### config.mk
export PLATFORM = sky130hd
export DESIGN_NAME = alu_responder
export DESIGN_NICKNAME = d
export VERILOG_FILES = /design/src/rtl/alu_defs.sv /design/src/rtl/alu.sv /design/src/rtl/alu_responder.sv
export SDC_FILE = /design/constraint.sdc
export NUM_CORES = 1
export LEC_CHECK = 0
export CAP_MARGIN = 20
export CELL_PAD_IN_SITES_DETAIL_PLACEMENT = 1
export CELL_PAD_IN_SITES_GLOBAL_PLACEMENT = 1
export CORE_MARGIN = 4
export CORE_UTILIZATION = 49
export DETAILED_ROUTE_END_ITERATION = 7
export PLACE_DENSITY_LB_ADDON = 0.1
export SETUP_SLACK_MARGIN = 0.15
export SYNTH_ARGS = -nofsm -noshare
export SYNTH_HDL_FRONTEND = slang
export SYNTH_SLANG_ARGS = --single-unit
export TNS_END_PERCENT = 30
### constraint.sdc
create_clock -name clk -period 8.7 [get_ports clk]
set_clock_uncertainty 0.2 [all_clocks]
set_input_delay 2.175 -clock clk [delete_from_list [all_inputs] [get_ports clk]]
set_output_delay 2.175 -clock clk [all_outputs]
set_load 0.005 [all_outputs]
### src/rtl/alu_defs.sv
// Shared ALU definitions: word type, opcodes, responder state encoding.
// Imported by alu, alu_responder and the bench.
package alu_defs;

  localparam int WORD = 16;

  typedef logic [WORD-1:0] word_t;

  localparam logic [4:0] OP_ADD  = 5'd0;
  localparam logic [4:0] OP_SUB  = 5'd1;
  localparam logic [4:0] OP_AND  = 5'd2;
  localparam logic [4:0] OP_OR   = 5'd3;
  localparam logic [4:0] OP_XOR  = 5'd4;
  localparam logic [4:0] OP_SHL  = 5'd5;
  localparam logic [4:0] OP_SHR  = 5'd6;
  localparam logic [4:0] OP_SRA  = 5'd7;
  localparam logic [4:0] OP_SLT  = 5'd8;
  localparam logic [4:0] OP_SLTU = 5'd9;
  localparam logic [4:0] OP_PASY = 5'd10;
  // Reserved for the responder's iterative multiply; alu never decodes it.
  localparam logic [4:0] OP_MUL  = 5'b11111;

  typedef enum logic [1:0] {
    ST_IDLE = 2'd0,
    ST_MUL  = 2'd1,
    ST_RESP = 2'd2
  } state_t;

endpackage

### src/rtl/alu.sv
// Combinational 16-bit ALU. Ports: op (5-bit opcode), x, y operands,
// z result. Undecoded opcodes (including OP_MUL) return zero.
module alu
  import alu_defs::*;
(
  input  logic [4:0] op,
  input  word_t      x,
  input  word_t      y,
  output word_t      z
);

  always_comb begin
    z = '0;
    unique case (1'b1)
      (op == OP_ADD):  z = x + y;
      (op == OP_SUB):  z = x - y;
      (op == OP_AND):  z = x & y;
      (op == OP_OR):   z = x | y;
      (op == OP_XOR):  z = x ^ y;
      (op == OP_SHL):  z = x << y[3:0];
      (op == OP_SHR):  z = x >> y[3:0];
      (op == OP_SRA):  z = word_t'($signed(x) >>> y[3:0]);
      (op == OP_SLT):  z = {15'd0, $signed(x) < $signed(y)};
      (op == OP_SLTU): z = {15'd0, x < y};
      (op == OP_PASY): z = y;
      default:         z = '0;
    endcase
  end

endmodule

### src/rtl/alu_responder.sv
// Valid/ready ALU responder: single-cycle ops via alu, OP_MUL by shift-add.
// Ports: req_* request channel, resp_* registered result, ops_done count.
module alu_responder
  import alu_defs::*;
#(
  parameter int MUL_STEPS = 16
) (
  input  logic        clk,
  input  logic        rst_n,
  input  logic        req_valid,
  output logic        req_ready,
  input  logic [4:0]  req_op,
  input  word_t       req_x,
  input  word_t       req_y,
  output logic        resp_valid,
  input  logic        resp_ready,
  output word_t       resp_z,
  output logic [15:0] ops_done
);

  localparam int SW = $clog2(MUL_STEPS);

  state_t        state;
  state_t        state_nxt;
  word_t         alu_z;
  word_t         mcand;
  word_t         mplier;
  word_t         acc;
  word_t         acc_sum;
  logic [SW-1:0] step;
  logic          accept;
  logic          is_mul;
  logic          last;
  logic          hs;

  alu u_alu (
    .op (req_op),
    .x  (req_x),
    .y  (req_y),
    .z  (alu_z)
  );

  assign accept  = req_valid & req_ready;
  assign is_mul  = req_op == OP_MUL;
  assign hs      = resp_valid & resp_ready;
  assign acc_sum = acc + (mplier[0] ? mcand : '0);
  assign last    = step == SW'(MUL_STEPS - 1);

  always_ff @(posedge clk or negedge rst_n) begin
    if (!rst_n) state <= ST_IDLE;
    else        state <= state_nxt;
  end

  always_comb begin
    state_nxt = state;
    unique case (1'b1)
      (state == ST_IDLE): begin
        if (accept) state_nxt = is_mul ? ST_MUL : ST_RESP;
      end
      (state == ST_MUL): begin
        if (last) state_nxt = ST_RESP;
      end
      (state == ST_RESP): begin
        if (accept)          state_nxt = is_mul ? ST_MUL : ST_RESP;
        else if (resp_ready) state_nxt = ST_IDLE;
      end
      default: state_nxt = ST_IDLE;
    endcase
  end

  // In RESP the slot frees on the same edge the result is taken.
  always_comb begin
    req_ready  = 1'b0;
    resp_valid = 1'b0;
    unique case (1'b1)
      (state == ST_IDLE): req_ready = 1'b1;
      (state == ST_RESP): begin
        req_ready  = resp_ready;
        resp_valid = 1'b1;
      end
      default: ;
    endcase
  end

  always_ff @(posedge clk or negedge rst_n) begin
    if (!rst_n) begin
      resp_z <= '0;
      mcand  <= '0;
      mplier <= '0;
      acc    <= '0;
      step   <= '0;
    end else if (accept) begin
      if (is_mul) begin
        mcand  <= req_x;
        mplier <= req_y;
        acc    <= '0;
        step   <= '0;
      end else begin
        resp_z <= alu_z;
      end
    end else if (state == ST_MUL) begin
      acc    <= acc_sum;
      mcand  <= mcand << 1;
      mplier <= mplier >> 1;
      step   <= step + 1'b1;
      if (last) resp_z <= acc_sum;
    end
  end

  always_ff @(posedge clk or negedge rst_n) begin
    if (!rst_n)  ops_done <= '0;
    else if (hs) ops_done <= ops_done + 16'd1;
  end

endmodule
==> impl_summary.txt <==
----------------------------------------------------
[Outcome]
  Run status ... complete, no violations

[Detailed routing]
  Via density per instance ... 6.57
  Number of violations reported at the end of detailed-routing iteration 0 ... 760
  Wire per inst ... 24.4 um
  Drc violations ... 0
  Total Wirelength ... 31.4 mm
  DR vias ... 8452
  Number of iterations in the first detailed-routing pass ... 7
  Residual antenna-violating net count after detailed routing ... 0

[Synthesis]
  Synthesis warning total ... 0
  Average cell area after synthesis ... 8.27 um2
  Number of synthesized register bits ... 86
  Mapped Nets ... 1146
  Post-synth top flop ... sky130_fd_sc_hd__dfrtp_1
  Area share of the leading cell type in the synthesized netlist ... 25.2%
  Synth top area cells ... sky130_fd_sc_hd__dfrtp_1, sky130_fd_sc_hd__ha_1, sky130_fd_sc_hd__mux4_2
  Largest area contributor in the synthesized netlist ... sky130_fd_sc_hd__dfrtp_1
  Cell count after synthesis ... 1031
  Number of different library cells in the post-synthesis netlist ... 74
  Share of synthesized area occupied by flip-flops and latches ... 25.2%
  Number of enable-type register cells in the synthesized netlist ... 0
  Synth Cell Area ... 8530 um2
  Share of synthesized flip-flops with an asynchronous set or reset ... 100%

[Global route]
  Overflow left after global routing ... 0
  Number of antenna violations at the first check in global routing ... 0
  Maximum number of pins on one net before global-route repair ... 72
  Global Route Usage Sum ... 31.5%
  Global-route wire length before repair ... 49.4 mm
  Via count of the first global-routing pass ... 8556

[STA]
  Maximum clock frequency ... 161 MHz
  Final worst-path cycle share ... 71.5%
  Final worst setup slack ... 2.48 ns
  Minimum period implied by the final worst setup slack ... 6.22 ns
  Number of hold violations in the final report ... 0
  Max-Slew Margin vs Limit ... 29.1%
  Pins Over Slew Limit ... 0
  Final number of setup-violating endpoints ... 0
  Final setup TNS ... 0 ns
  Transition time at the pin with the least slew margin ... 1.05 ns
  Setup repair after global routing missed its margin ... false

[Floorplan]
  Floorplan core area ... 16800 um2
  Initial standard-cell utilization of the core ... 50.7%
  Top-level I/O count ... 75
  Chip Width ... 140 um
  Count of standard-cell rows ... 47
  Height of the die ... 140 um
  DIE AREA ... 19600 um2

[Critical path]
  Arrival time reported for the critical path endpoint ... 6.19 ns
  Kind of critical path ... primary input to register
  Type of element capturing the critical path ... register
  Worst setup path startpoint ... req_y[2]
  Critical path required time ... 8.67 ns
  Worst setup SP type ... primary input
  Start of the worst register-to-register path ... mplier[0]$_DFFE_PN0P_
  Biggest fanout along the worst timing path ... 44

[Power]
  Leakage Power ... 4.27 nW
  Peak supply drop ... 0.113 mV
  Areal power density over the cells ... 150 nW/um2

[Placement]
  Cell Count Post-Placement ... 1271
  Minimum setup slack after placement ... 2.40 ns
  Total half-perimeter wirelength after legalization and detailed placement ... 23.1 mm
  Routability Congestion ... 0.941
  Number of input and output port buffers inserted ... 74

[Finish]
  Final Util ... 57.6%
  Number of nets in the finished design ... 1178
  Layout cells sized above 1 ... 6.94%
  Area growth from synthesis to layout ... 13.5%
  Non-filler instance count after layout ... 1287
  Total inserted antenna cells ... 0

[Clocking]
  Buffer depth of the longest clock path ... 2
  Clock tree from TritonCTS ... done
  Total of cells resized after clock tree synthesis ... 0
  Clock buffers created by TritonCTS ... 9
  Sink count of the clock tree ... 86
  Number of levels in the clock H-tree ... 3
  Clk_lat worst skew ... 0.35 ns
  Clock slew at reported path FFs ... 0.06 ns
  Buffer type at the clock tree root ... sky130_fd_sc_hd__clkbuf_16
  Number of post-CTS setup repair buffers ... 0
  Number of buffers inserted for hold repair after clock tree synthesis ... 0

[Worst hold path]
  Path category of the worst min-delay check ... register to register
  Hold path startpoint ... ops_done[15]$_DFFE_PN0P_

[Run]
  MaxCap Viol Count ... 0

----------------------------------------------------
[routing by layer]
layer	global-route usage, %	part of all wire, %	vias to the layer above
met5	0	0	-
met4	11.5	3.7	0
met3	5.18	6.2	60
met2	50.9	47	319
met1	42.9	43	4241
li1	-	-	3832
[cells by family (layout without fill, tap and decap cells)]
| kind of cell | Yosys count | after routing | synth area share [%] |
|---|---|---|---|
| muxes | 76 | 76 | 12.4 |
| xor gates and xnor gates | 38 | 38 | 3.90 |
| DFF | 86 | 86 | 25.2 |
| adders and majority gates | 74 | 74 | 11.1 |
| and+or+nand+nor | 329 | 329 | 17.8 |
| AOI/OAI and AO/OA | 307 | 307 | 23.7 |
| buffers and inverters | 121 | 157 | 5.88 |
[state kept, by name, summed over array words and instances, names as in the netlist]
name and count:
mcand 16, acc 16, mplier 16, state 2
ops_done 16, resp_z 16, step 4
[cell usage in the layout, fill, tap and decap left out, types with 15 or more instances in the layout]
cell,netlist,final
sky130_fd_sc_hd__a21oi_1,58,58
sky130_fd_sc_hd__o21ai_0,93,93
sky130_fd_sc_hd__buf_4,4,18
sky130_fd_sc_hd__dfrtp_1,86,86
sky130_fd_sc_hd__mux2i_1,49,49
sky130_fd_sc_hd__inv_1,50,50
sky130_fd_sc_hd__and2_1,20,20
sky130_fd_sc_hd__clkdlybuf4s50_1,0,71
sky130_fd_sc_hd__nand2_1,129,129
sky130_fd_sc_hd__nor2_1,81,80
sky130_fd_sc_hd__nor3_1,20,20
sky130_fd_sc_hd__ha_1,71,71
sky130_fd_sc_hd__a211oi_1,15,15
sky130_fd_sc_hd__nand3_1,23,22
sky130_fd_sc_hd__mux4_2,23,23
sky130_fd_sc_hd__xnor2_1,26,26
[per-stage QoR]
step,area (um2),power (mW),hold slack (ns)
floorplan,8530,0.818,0.250
global placement,9360,1.00,0.261
detailed placement,9360,1.03,0.275
CTS,9670,1.46,0.282
global route,9680,1.53,0.294
finish,9680,1.45,0.276
[cell type report]
| cell class | count | area (um2) |
|---|---|---|
| inverter | 51 | 191 |
| tap | 220 | 275 |
| clock inverter | 5 | 83.8 |
| clock buffer | 10 | 229 |
| timing repair buffer | 91 | 856 |
| sequential | 86 | 2150 |
| fill | 2032 | 7140 |
| multi-input combinational | 824 | 5890 |
[path summary, 6_finish.rpt]
check | endpoint | slack, ns | cells after the start
max | resp_z[15]$_DFFE_PN0P_ | 2.48 | 12
min | ops_done[15]$_DFFE_PN0P_ | 0.28 | 1
max reg2reg | resp_z[12]$_DFFE_PN0P_ | 5.00 | 11
min reg2reg | ops_done[15]$_DFFE_PN0P_ | 0.28 | 1
max in group asynchronous | mplier[11]$_DFFE_PN0P_ | 5.62 | 2
min in group asynchronous | acc[5]$_DFFE_PN0P_ | 1.56 | 1
[report_power, final]
part / switching [mW] / leakage (nW) / internal [mW]
combinational: 0.276 / 3.00 / 0.216
sequential: 0.0686 / 1.13 / 0.470
clock: 0.169 / 0.145 / 0.251
total: 0.514 / 4.27 / 0.938
[worst max-delay path: stages]
cell                              delay (ns)
sky130_fd_sc_hd__clkdlybuf4s50_1        0.45
sky130_fd_sc_hd__buf_4                  0.40
sky130_fd_sc_hd__inv_1                  0.41
sky130_fd_sc_hd__ha_1                   0.55
sky130_fd_sc_hd__nor3_1                 0.12
sky130_fd_sc_hd__o31ai_1                0.46
sky130_fd_sc_hd__nand2_1                0.18
sky130_fd_sc_hd__a2111oi_0              0.75
sky130_fd_sc_hd__o41ai_1                0.19
sky130_fd_sc_hd__mux2i_1                0.15
sky130_fd_sc_hd__nor2_1                 0.19
sky130_fd_sc_hd__a41oi_2                0.15
[Yosys cell counts, types with 5 or more instances]
| cell | n |
|---|---|
| sky130_fd_sc_hd__a211oi_1 | 15 |
| sky130_fd_sc_hd__a21o_1 | 12 |
| sky130_fd_sc_hd__a21oi_1 | 58 |
| sky130_fd_sc_hd__a221oi_1 | 9 |
| sky130_fd_sc_hd__a222oi_1 | 8 |
| sky130_fd_sc_hd__a22oi_1 | 5 |
| sky130_fd_sc_hd__a31oi_1 | 14 |
| sky130_fd_sc_hd__and2_1 | 20 |
| sky130_fd_sc_hd__and3_1 | 9 |
| sky130_fd_sc_hd__buf_1 | 5 |
| sky130_fd_sc_hd__buf_2 | 20 |
| sky130_fd_sc_hd__clkbuf_1 | 40 |
| sky130_fd_sc_hd__dfrtp_1 | 86 |
| sky130_fd_sc_hd__ha_1 | 71 |
| sky130_fd_sc_hd__inv_1 | 50 |
| sky130_fd_sc_hd__mux2i_1 | 49 |
| sky130_fd_sc_hd__mux4_2 | 23 |
| sky130_fd_sc_hd__nand2_1 | 129 |
| sky130_fd_sc_hd__nand2b_1 | 8 |
| sky130_fd_sc_hd__nand3_1 | 23 |
| sky130_fd_sc_hd__nand4_1 | 8 |
| sky130_fd_sc_hd__nor2_1 | 81 |
| sky130_fd_sc_hd__nor2b_1 | 6 |
| sky130_fd_sc_hd__nor3_1 | 20 |
| sky130_fd_sc_hd__nor4_1 | 8 |
| sky130_fd_sc_hd__o211ai_1 | 10 |
| sky130_fd_sc_hd__o21ai_0 | 93 |
| sky130_fd_sc_hd__o21bai_1 | 8 |
| sky130_fd_sc_hd__o22ai_1 | 5 |
| sky130_fd_sc_hd__o31ai_1 | 11 |
| sky130_fd_sc_hd__xnor2_1 | 26 |
| sky130_fd_sc_hd__xor2_1 | 12 |
Note: power is estimated with default switching activity, not from simulation.
